==> src/rtl/arm7tdmi_exception_entry_pkg.sv <==
// Shared types for exception entry: exception kinds, processor modes,
// entry sequencer states and the return-address (LR) offset rule.
package arm7tdmi_exception_entry_pkg;

    typedef enum logic [4:0] {
        MODE_USR = 5'h10,
        MODE_FIQ = 5'h11,
        MODE_IRQ = 5'h12,
        MODE_SVC = 5'h13,
        MODE_ABT = 5'h17,
        MODE_UND = 5'h1B,
        MODE_SYS = 5'h1F
    } processor_mode_t;

    typedef enum logic [2:0] {
        EXC_RESET = 3'd0,
        EXC_UNDEF = 3'd1,
        EXC_SWI   = 3'd2,
        EXC_PABT  = 3'd3,
        EXC_DABT  = 3'd4,
        EXC_IRQ   = 3'd5,
        EXC_FIQ   = 3'd6,
        EXC_RSVD  = 3'd7
    } exc_type_t;

    typedef enum logic [2:0] {
        ST_IDLE    = 3'd0,
        ST_WR_SPSR = 3'd1,
        ST_WR_LR   = 3'd2,
        ST_WR_CPSR = 3'd3,
        ST_LOAD_PC = 3'd4,
        ST_REFILL  = 3'd5
    } entry_state_t;

    localparam logic [31:0] LR_OFS_NONE  = 32'd0;
    localparam logic [31:0] LR_OFS_THUMB = 32'd2;
    localparam logic [31:0] LR_OFS_ARM   = 32'd4;
    localparam logic [31:0] LR_OFS_DABT  = 32'd8;

    localparam logic [3:0] LR_REG_INDEX = 4'd14;

    // Only UNDEF and SWI depend on the instruction set; the reserved
    // encoding is treated as a fixed +4 regardless of Thumb state.
    function automatic logic [31:0] lr_offset(input exc_type_t t, input logic thumb);
        logic [31:0] ofs;
        ofs = LR_OFS_NONE;
        case (t)
            EXC_UNDEF, EXC_SWI: ofs = thumb ? LR_OFS_THUMB : LR_OFS_ARM;
            EXC_PABT:           ofs = LR_OFS_ARM;
            EXC_DABT:           ofs = LR_OFS_DABT;
            EXC_IRQ, EXC_FIQ:   ofs = LR_OFS_ARM;
            EXC_RSVD:           ofs = LR_OFS_ARM;
            default:            ofs = LR_OFS_NONE;
        endcase
        return ofs;
    endfunction

endpackage

==> src/rtl/arm7tdmi_exception_entry.sv <==
// Sequences architectural exception entry: SPSR, LR and CPSR writes, then
// PC redirect with pipeline flush and a fixed refill stall window.
module arm7tdmi_exception_entry
    import arm7tdmi_exception_entry_pkg::*;
#(
    parameter int REFILL_CYCLES = 2
) (
    input  logic        clk,
    input  logic        rst,
    input  logic        exception_taken,
    input  logic [2:0]  exception_type,
    input  logic [4:0]  exception_mode,
    input  logic [31:0] exception_vector,
    input  logic [31:0] exception_cpsr,
    input  logic [31:0] exception_spsr,
    input  logic [31:0] current_pc,
    input  logic        thumb,
    output logic        exception_ack,
    output logic        entry_busy,
    output logic        rf_wr_en,
    output logic [4:0]  rf_wr_mode,
    output logic [3:0]  rf_wr_addr,
    output logic [31:0] rf_wr_data,
    output logic        spsr_wr_en,
    output logic [4:0]  spsr_wr_mode,
    output logic [31:0] spsr_wr_data,
    output logic        cpsr_wr_en,
    output logic [31:0] cpsr_wr_data,
    output logic        pc_load_en,
    output logic [31:0] pc_load_addr,
    output logic        pipeline_flush,
    output logic        entry_done
);

    localparam logic [3:0] REFILL_LOAD = 4'(REFILL_CYCLES - 1);

    entry_state_t state_q;
    entry_state_t state_d;
    exc_type_t    type_in;

    logic [4:0]  mode_q;
    logic [31:0] vector_q;
    logic [31:0] cpsr_q;
    logic [31:0] spsr_q;
    logic [31:0] lr_q;
    logic [3:0]  cnt_q;

    assign type_in = exc_type_t'(exception_type);

    always_comb begin
        state_d = state_q;
        case (state_q)
            ST_IDLE: begin
                if (exception_taken)
                    state_d = (type_in == EXC_RESET) ? ST_WR_CPSR : ST_WR_SPSR;
            end
            ST_WR_SPSR: state_d = ST_WR_LR;
            ST_WR_LR:   state_d = ST_WR_CPSR;
            ST_WR_CPSR: state_d = ST_LOAD_PC;
            ST_LOAD_PC: state_d = ST_REFILL;
            ST_REFILL: begin
                if (cnt_q == 4'd0)
                    state_d = ST_IDLE;
            end
            default: state_d = ST_IDLE;
        endcase
    end

    always_ff @(posedge clk) begin
        if (rst) begin
            state_q  <= ST_IDLE;
            mode_q   <= '0;
            vector_q <= '0;
            cpsr_q   <= '0;
            spsr_q   <= '0;
            lr_q     <= '0;
            cnt_q    <= '0;
        end else begin
            state_q <= state_d;
            if (state_q == ST_IDLE && exception_taken) begin
                mode_q   <= exception_mode;
                vector_q <= exception_vector;
                cpsr_q   <= exception_cpsr;
                spsr_q   <= exception_spsr;
                lr_q     <= current_pc + lr_offset(type_in, thumb);
            end
            if (state_q == ST_LOAD_PC)
                cnt_q <= REFILL_LOAD;
            else if (state_q == ST_REFILL && cnt_q != 4'd0)
                cnt_q <= cnt_q - 4'd1;
        end
    end

    // All outputs decode from registered state; only the ack sees the input.
    always_comb begin
        exception_ack  = 1'b0;
        entry_busy     = 1'b1;
        rf_wr_en       = 1'b0;
        rf_wr_mode     = '0;
        rf_wr_addr     = '0;
        rf_wr_data     = '0;
        spsr_wr_en     = 1'b0;
        spsr_wr_mode   = '0;
        spsr_wr_data   = '0;
        cpsr_wr_en     = 1'b0;
        cpsr_wr_data   = '0;
        pc_load_en     = 1'b0;
        pc_load_addr   = '0;
        pipeline_flush = 1'b0;
        entry_done     = 1'b0;
        case (state_q)
            ST_IDLE: begin
                entry_busy    = 1'b0;
                exception_ack = exception_taken;
            end
            ST_WR_SPSR: begin
                spsr_wr_en   = 1'b1;
                spsr_wr_mode = mode_q;
                spsr_wr_data = spsr_q;
            end
            ST_WR_LR: begin
                rf_wr_en   = 1'b1;
                rf_wr_mode = mode_q;
                rf_wr_addr = LR_REG_INDEX;
                rf_wr_data = lr_q;
            end
            ST_WR_CPSR: begin
                cpsr_wr_en   = 1'b1;
                cpsr_wr_data = cpsr_q;
            end
            ST_LOAD_PC: begin
                pc_load_en     = 1'b1;
                pc_load_addr   = vector_q;
                pipeline_flush = 1'b1;
            end
            ST_REFILL: begin
                entry_done = (cnt_q == 4'd0);
            end
            default: begin
                entry_busy = 1'b0;
            end
        endcase
    end

endmodule

==> config.mk <==
export PLATFORM = sky130hd
export DESIGN_NAME = arm7tdmi_exception_entry
export DESIGN_NICKNAME = d
export VERILOG_FILES = /design/src/rtl/arm7tdmi_exception_entry_pkg.sv /design/src/rtl/arm7tdmi_exception_entry.sv
export SDC_FILE = /design/constraint.sdc
export NUM_CORES = 1
export LEC_CHECK = 0
export CAP_MARGIN = 20
export CORE_MARGIN = 2
export CORE_UTILIZATION = 43
export CTS_CLUSTER_DIAMETER = 200
export DETAILED_ROUTE_END_ITERATION = 10
export PLACE_DENSITY = 0.81
export SYNTH_ARGS = -nofsm -noshare
export SYNTH_HDL_FRONTEND = slang
export SYNTH_SLANG_ARGS = --single-unit
==> constraint.sdc <==
create_clock -name clk -period 3.4 [get_ports clk]
set_clock_uncertainty 0.05 [all_clocks]
set_input_delay 0.51 -clock clk [delete_from_list [all_inputs] [get_ports clk]]
set_output_delay 0.51 -clock clk [all_outputs]
set_load 0.02 [all_outputs]
After elaboration in Yosys (flattened, before gate mapping)

Cells that the tools add are included.

Flip-flop bits (word level): 140
Input port bits: 140
Memories kept: 0
Bits in latches: 0
Word-level logic and storage cells: 60
ROM bits: 0
RAM bits: 0

Reduce and logical (&&, ||, !) cells: 12
$add $sub $neg: 2
$mul: 0
Eq/ne operators: 14
Bitwise operators: 0
Muxes and demuxes: 24
Div/mod/pow operators: 0
Order comparisons: 0
Shifts and indexed selects: 0

Operator list:

| cell                                              | number |
|---|---|
| two-way mux 32 bit                                | 6 |
| adder 32 bit                                      | 1 |
| == test 3 bit (second input constant)             | 6 |
| one-hot mux 3 bit (6 select lines)                | 1 |
| == test 3 x 2 -> 1 bit (second input constant)    | 4 |
| one-hot mux 4 bit (3 select lines)                | 1 |
| two-way mux 5 bit                                 | 2 |
| two-way mux 1 bit                                 | 9 |
| two-way mux 3 bit                                 | 3 |
| == test 3 x 1 -> 1 bit (second input constant)    | 2 |
| zero test 3 bit                                   | 2 |
| OR reduction 5 bit                                | 1 |
| zero test 4 bit                                   | 1 |
| two-way mux 4 bit                                 | 1 |
| nonzero test 4 bit                                | 1 |
| OR reduction 2 bit                                | 2 |
| OR reduction 4 bit                                | 1 |
| subtractor 4 x 1 -> 4 bit (second input constant) | 1 |
| logical AND 1 bit                                 | 2 |
| two-way mux 2 bit                                 | 1 |
| != test 2 x 1 -> 1 bit (second input constant)    | 1 |
| != test 2 bit (second input constant)             | 1 |
| AND reduction 2 bit                               | 1 |
| nonzero test 2 bit                                | 1 |

Depth between registers and ports, before layout

Gate-level depths: netlist (run 1).

Depth after elaboration: 6
Gate-level depth with buffers: 10
Gate-level depth less buffers: 9

Worst setup path before layout (run 1)

Ideal clock, no wire load.

Path type: input -> register
Start: input port thumb
End: register lr_q[21]
Buffers on the path: 0
Data required time: 3,259 ps
Stages on the path: 9
Arrival: 2,491 ps
Slack: 768 ps
Path through: nor2b_1 > and2_1 > ha_1 > inv_1 > fa_1 > nor2b_1 > o211ai_1 > or4_1 > a311oi_1

Word-level cells in the longest chain between the ends: 5

Ends and longest elaborated chain:

| element                            | line                               | text |
|---|---|---|
| from (decl)                        | arm7tdmi_exception_entry.sv:17     | `input logic thumb,` |
| two-way mux 3 bit                  | arm7tdmi_exception_entry_pkg.sv:48 | `EXC_UNDEF, EXC_SWI: ofs = thumb ? LR_OFS_THUMB : LR_OFS_ARM;` |
| one-hot mux 4 bit (3 select lines) | arm7tdmi_exception_entry_pkg.sv:47 | `case (t)` |
| two-way mux 32 bit                 | arm7tdmi_exception_entry.sv:80     | `if (state_q == ST_IDLE && exception_taken) begin` |
| two-way mux 32 bit                 | arm7tdmi_exception_entry.sv:70     | `if (rst) begin` |
| adder 32 bit                       | arm7tdmi_exception_entry.sv:85     | `lr_q <= current_pc + lr_offset(type_in, thumb);` |
| to (signal assigned)               | arm7tdmi_exception_entry.sv:85     |  |
| to (decl)                          | arm7tdmi_exception_entry.sv:45     | `logic [31:0] lr_q;` |

Every way passes these cells. The select of a mux whose other input is x is not followed.
A chain may end at the register's enable or synchronous reset.

Final worst setup path (run 1)

Start: register state_q[1]
End: output port cpsr_wr_data[26]

Word-level cells in the longest chain between the ends: 2

Ends and longest elaborated chain:

| element                | line                            | text |
|---|---|---|
| from (decl)            | arm7tdmi_exception_entry.sv:37  | `entry_state_t state_q;` |
| from (signal assigned) | arm7tdmi_exception_entry.sv:79  | `state_q <= state_d;` |
| == test 3 x 2 -> 1 bit | arm7tdmi_exception_entry.sv:111 | `case (state_q)` |
| two-way mux 32 bit     | arm7tdmi_exception_entry.sv:111 |  |
| to (decl)              | arm7tdmi_exception_entry.sv:28  | `output logic [31:0] cpsr_wr_data,` |

Every way passes these cells.

==> results of run 1 <==
==> area by class of cell <==
| class | count | area, um^2 |
|---|---|---|
| clock buffers | 21 | 460 |
| repair buffers | 303 | 3030 |
| flip-flops and latches | 140 | 2800 |
| clock inverters | 10 | 141 |
| multi-input cells | 665 | 3600 |
| fillers | 1325 | 4980 |
| inverters | 9 | 36.3 |
| well taps | 211 | 264 |
==> cells by family after synthesis <==
group	share of synthesized area
xor+xnor	0.0155
simple gates	0.344
compound gates	0.158
fa+ha+maj	0.0103
other cells	0.000553
flops	0.414
buf+inv	0.0585
==> worst max-delay path, cell delays in order (launching register included) <==
cell and delay, ps:
dfxtp_1 620, nand2_1 140, nor2_2 330, buf_12 220, and2_1 190, clkdlybuf4s50_1 610
==> metal layers <==
layer	global-route usage	wire [um]	vias up	part of all wire
met3	0.0801	1550	46	0.077
met4	0.104	709	0	0.035
met5	0	0	-	0
met2	0.396	9810	244	0.48
li1	-	-	3456	-
met1	0.276	8180	3116	0.40
==> worst max-delay path by stage <==
stage | from | endpoint | cells past startpoint
6_report | state_q[1] | cpsr_wr_data[26] | 5
5_1_grt | state_q[1] | rf_wr_data[14] | 4
4_1_cts | state_q[1] | rf_wr_data[1] | 4
3_5_place_dp | exception_type[0] | lr_q[21] | 11
3_3_place_gp | exception_type[0] | lr_q[21] | 11
2_1_floorplan | thumb | lr_q[21] | 9
==> registers in the layout, indices dropped and copies added (netlist names) <==
signal / count
cpsr_q: 32
lr_q: 32
spsr_q: 32
vector_q: 32
mode_q: 5
cnt_q: 4
state_q: 3
==> placed cells by master, fill, tap and decap left out, types with 3 or more instances in the layout <==
cell             count
a211o_1              4
a211oi_1            15
a21oi_1            113
a311oi_1             8
and2_1             139
and3_1               4
and4_1               6
buf_12               3
buf_4               13
bufinv_16            3
clkbuf_16           17
clkdlybuf4s50_1    287
clkinvlp_4           5
dfxtp_1            140
ha_1                 4
inv_1                8
nand2_1            221
nand3_1              9
nand4_1              9
nor2_1              37
nor2b_1              3
nor3_1              12
nor3b_2              3
nor4_1               7
o21ai_0              4
o21bai_1             3
o31ai_1             10
or4_1                9
xnor2_1              5
xor2_1               7
==> power by group <==
| group | internal (mW) | total, mW | switching [mW] |
|---|---|---|---|
| clock network | 1.19 | 1.89 | 0.697 |
| registers | 1.80 | 1.88 | 0.0786 |
| logic | 0.417 | 0.924 | 0.506 |
| total | 3.41 | 4.69 | 1.28 |
==> flow_summary.json, run 1 <==
{
  "min_period_ps": 3100,
  "status": "completed",
  "hold_buffers": 0,
  "ant_nets": 0,
  "syn_to_final_growth_pct": 52.5,
  "dp_cells": 1328,
  "cts_buffer_depth": 2,
  "synthCells": 886,
  "yosysSeqAreaShare": 0.414,
  "worst-r2r-setup-slack_ps": 1050,
  "ys_types": 54,
  "finalCritPeriodShare": 0.911,
  "setup_tns_ps": 0,
  "timing.fmax_ghz": 0.323,
  "yosys-top-cells-area": "dfxtp_1, and2_1, nand2_1, a21oi_1, clkbuf_1",
  "cp-end-kind": "output port",
  "async_flop_share": 0,
  "grt_pass1_wl_um": 31500,
  "drc": 0,
  "core-area_um2": 15300,
  "clkTransAtPathRegs_ps": 60,
  "wl_per_cell_um": 14.9,
  "final_util": 0.675,
  "synth_most_common_cell": "nand2_1",
  "path_class": "flop to output port",
  "rsz0062_at_grt": "false",
  "routed_wl_um": 20300,
  "hp-start": "lr_q[1]",
  "yosys.area.top_type_share": 0.414,
  "antenna_cells": 0,
  "setup_viol": 0,
  "critPathMaxFanout": 32,
  "place_ws_ps": 87.3,
  "worstMarginPinSlew_ps": 941,
  "maxSlewHeadroom": 0.372,
  "powerDensity_nw_per_um2": 454,
  "yosysTopAreaCell": "dfxtp_1",
  "final_nets": 1281,
  "required_ps": 2840,
  "cts_sinks": 140,
  "track_usage": 0.237,
  "ios": 290,
  "htree_num_levels": 4,
  "initialDrtViolationCount": 449,
  "final-hold-violation-count": 0,
  "clock_latency_ps": 410,
  "cts-resized-gates": 0,
  "start_util": 0.443,
  "synth_edf_count": 0,
  "synth_top_cells_by_count": "nand2_1, dfxtp_1, and2_1, a21oi_1, clkbuf_1",
  "drive_gt1_frac": 0.0514,
  "vdd_drop_max_mv": 0.366,
  "final_cells": 1359,
  "postCtsSetupBuffers": 0,
  "antenna_found_initial": 1,
  "die_h_um": 130,
  "min_path_type": "flop to flop",
  "reg2reg_from": "state_q[0]",
  "p_leak_nw": 3.78,
  "hold_depth": 2,
  "gp_congestion": 0.838,
  "dp_hpwl_um": 14000,
  "grt_pass1_vias": 6357,
  "ff2ff_path_depth": 6,
  "die_width_um": 130,
  "final_area_um2": 10300,
  "die_area_um2": 16800,
  "grt_max_degree": 89,
  "yosys_register_bits": 140,
  "maxSlewViolCount": 0,
  "via_count": 6862,
  "post-route-worst-setup-slack_ps": 302,
  "grt_remaining_overflow": 0,
  "drtPass1Iterations": 5,
  "start_kind": "flop",
  "syn_area_um2": 6780,
  "dpl_cell_area_um2": 9730,
  "whs_ps": 397,
  "yosys_warnings": 0,
  "cts_tree": "yes",
  "power_mw": 4.69,
  "portBuffers": 288,
  "max-cap-violations": 0,
  "root_buffer": "clkbuf_16",
  "cts_made_buffers": 17,
  "syn_nets": 1031,
  "syn_avg_cell_area_um2": 7.65,
  "min_to": "lr_q[1]",
  "arrival_ps": 2540,
  "ys.flop_type": "dfxtp_1",
  "r2r-end": "lr_q[10]",
  "via_per_inst": 5.05,
  "rows": 45
}
No activity file was read; power rests on OpenSTA's default activity.
==> run 2, diff against run 1 <==
Settings changed: CORE_UTILIZATION 43 to 39, GPL_TIMING_DRIVEN from default to 0, PLACE_DENSITY 0.81 to 0.78.
Clock period 3.4 ns to 2.7 ns, I/O delays scaled along.
==> run 2 against run 1 <==
Net effect: sequential share of layout area shrank 0.98 points; routed wire length grew 11%; global-route usage grew 0.18 points; non-clock buffer count grew 66; clock-buffer cell count shrank 1; first-iteration DRC count shrank 12%; sequential power grew 26%; via count grew 5.5%; die area grew 9.9%; final cell count grew 6.0%.
==> flow_summary.json, run 2 (synthesized netlist as in run 1, its figures left out) <==
{
  "min_path_type": "primary input to flop",
  "maxSlewHeadroom": 0.515,
  "maxSlewViolCount": 0,
  "grt_busiest_layer": "met2",
  "wl_per_cell_um": 15.7,
  "max-cap-violations": 0,
  "clock_latency_ps": 410,
  "path_class": "primary input to flop",
  "die_width_um": 136,
  "hold_buffers": 0,
  "final_cells": 1440,
  "worst_path_max_delay_cell": "or4_4",
  "routed_wl_um": 22600,
  "cts_tree": "yes",
  "switching_share": 0.286,
  "drtPass1Iterations": 5,
  "required_ps": 2970,
  "p_switching_mw": 1.74,
  "track_usage": 0.238,
  "grt_remaining_overflow": 0,
  "cp_num_cells": 11,
  "die_area_um2": 18400,
  "worstSetupStartpoint": "thumb",
  "drive_gt1_frac": 0.0922,
  "power.internal_mw": 4.33,
  "grt_pass1_vias": 6763,
  "finalCritPeriodShare": 0.989,
  "hold_depth": 3,
  "p_leak_nw": 4.82,
  "start_kind": "primary input",
  "layout_common_cells": "nand2_1, clkdlybuf4s50_1, dfxtp_1, and2_1, a21oi_1",
  "critPathMaxFanout": 7,
  "critPathBufInv": 3,
  "final_util": 0.626,
  "min_period_ps": 2670,
  "antenna_found_initial": 0,
  "rsz0062_at_grt": "true",
  "grt_use_met2": 0.404,
  "dp_hpwl_um": 16500,
  "drc": 0,
  "worst-r2r-setup-slack_ps": 560,
  "combPwrFrac": 0.212,
  "via_count": 7238,
  "hp-start": "rst",
  "reg2reg_from": "state_q[2]",
  "vdd_drop_max_mv": 0.416,
  "powerDensity_nw_per_um2": 566,
  "path_cells": "clkdlybuf4s50_1, nor2b_4, and2_4, ha_4, inv_2, fa_2, nor2b_4, o211ai_1, buf_4, or4_4, a311oi_2",
  "final_nets": 1347,
  "worstSetupEndpoint": "lr_q[21]",
  "fillers": 1616,
  "cts_made_buffers": 17,
  "htree_num_levels": 4,
  "slowest_delay_ps": 510,
  "worstMarginPinSlew_ps": 727,
  "rows": 48,
  "r2r-end": "spsr_q[6]",
  "portBuffers": 287,
  "cp-end-kind": "flop",
  "dp_cells": 1398,
  "post-route-worst-setup-slack_ps": 29.5,
  "core-area_um2": 17100,
  "start_util": 0.396,
  "initialDrtViolationCount": 396,
  "arrival_ps": 2940,
  "cp_top_family": "simple AND/OR/NAND/NOR gates",
  "cpMostUsedCell": "nor2b_4",
  "final-hold-violation-count": 0,
  "cts_sinks": 140,
  "syn_to_final_growth_pct": 58.2,
  "setup_viol": 0,
  "antenna_cells": 0,
  "grt_max_degree": 17,
  "die_h_um": 136,
  "seqPwrFrac": 0.388,
  "ios": 290,
  "clkTransAtPathRegs_ps": 60,
  "gp_congestion": 0.855,
  "grt_pass1_wl_um": 34500,
  "whs_ps": 239,
  "root_buffer": "clkbuf_16",
  "via_per_inst": 5.03,
  "status": "completed",
  "grt_use_met1": 0.291,
  "ant_nets": 0,
  "grt_util_met3": 0.0682,
  "place_ws_ps": -763,
  "power_mw": 6.07,
  "ff2ff_path_depth": 6,
  "clockPowerShare": 0.400,
  "timing.fmax_ghz": 0.374,
  "final_common_cell": "nand2_1",
  "cts_buffer_depth": 2
}
[run 2: worst min-delay path by stage]
stage,to
6_report,lr_q[31]
5_1_grt,lr_q[31]
2_1_floorplan,cpsr_q[0]
4_1_cts,lr_q[31]
3_3_place_gp,cpsr_q[29]
3_5_place_dp,vector_q[6]
[run 2: metal layers]
layer  routed length [um]  vias up
met3                 1970       32
met1                 9230     3344
met4                  445        0
met5                    0        -
met2                10900      269
li1                     -     3593
[run 2: final cells by class]
| class | count | area, um^2 | share of cell area |
|---|---|---|---|
| Sequential cell | 140 | 2800 | 0.261 |
| Buffer | 72 | 414 | 0.0386 |
| Multi-Input combinational cell | 665 | 3690 | 0.344 |
| Inverter | 9 | 36.3 | 0.00338 |
| Tap cell | 225 | 282 | 0.0263 |
| Clock inverter | 12 | 161 | 0.0151 |
| Clock buffer | 20 | 447 | 0.0417 |
| Timing Repair Buffer | 297 | 2890 | 0.269 |
[run 2: per-stage QoR]
| step | cell area (um^2) | TNS, ps |
|---|---|---|
| floorplan | 6780 | 0 |
| global placement | 9930 | -29680 |
| detailed placement | 9930 | -31730 |
| CTS | 10600 | -10.7 |
| global route | 10700 | -140 |
| finish | 10700 | 0 |
[run 2: worst min-delay path, cell delays in order]
cell and delay, ps:
buf_6 100, a211o_1 100, a211oi_1 50
[run 2: power by group through the flow]
stage	sequential [mW]	clock (mW)	combinational [mW]
finish	2.36	2.42	1.29
global placement	2.39	0	1.23
detailed placement	2.40	0	1.25
floorplan	2.37	0	0.700
global route	2.38	2.54	1.42
CTS	2.35	2.46	1.28
[run 2: what timing repair did]
action | CTS | global route
setup endpoints to repair | 159 | 57
hold endpoints to repair | 0 | 0
pin swaps | 2 | 5
gates resized for setup | 130 | 45
cloned | 0 | 0
setup buffers | 8 | 2
==> run 3, diff against run 2 <==
Settings changed: CAP_MARGIN 20 to 10, GPL_ROUTABILITY_DRIVEN from default to 0.
==> results of run 3 <==
The final DEF is identical to that of run 2; final timing and power are the same.
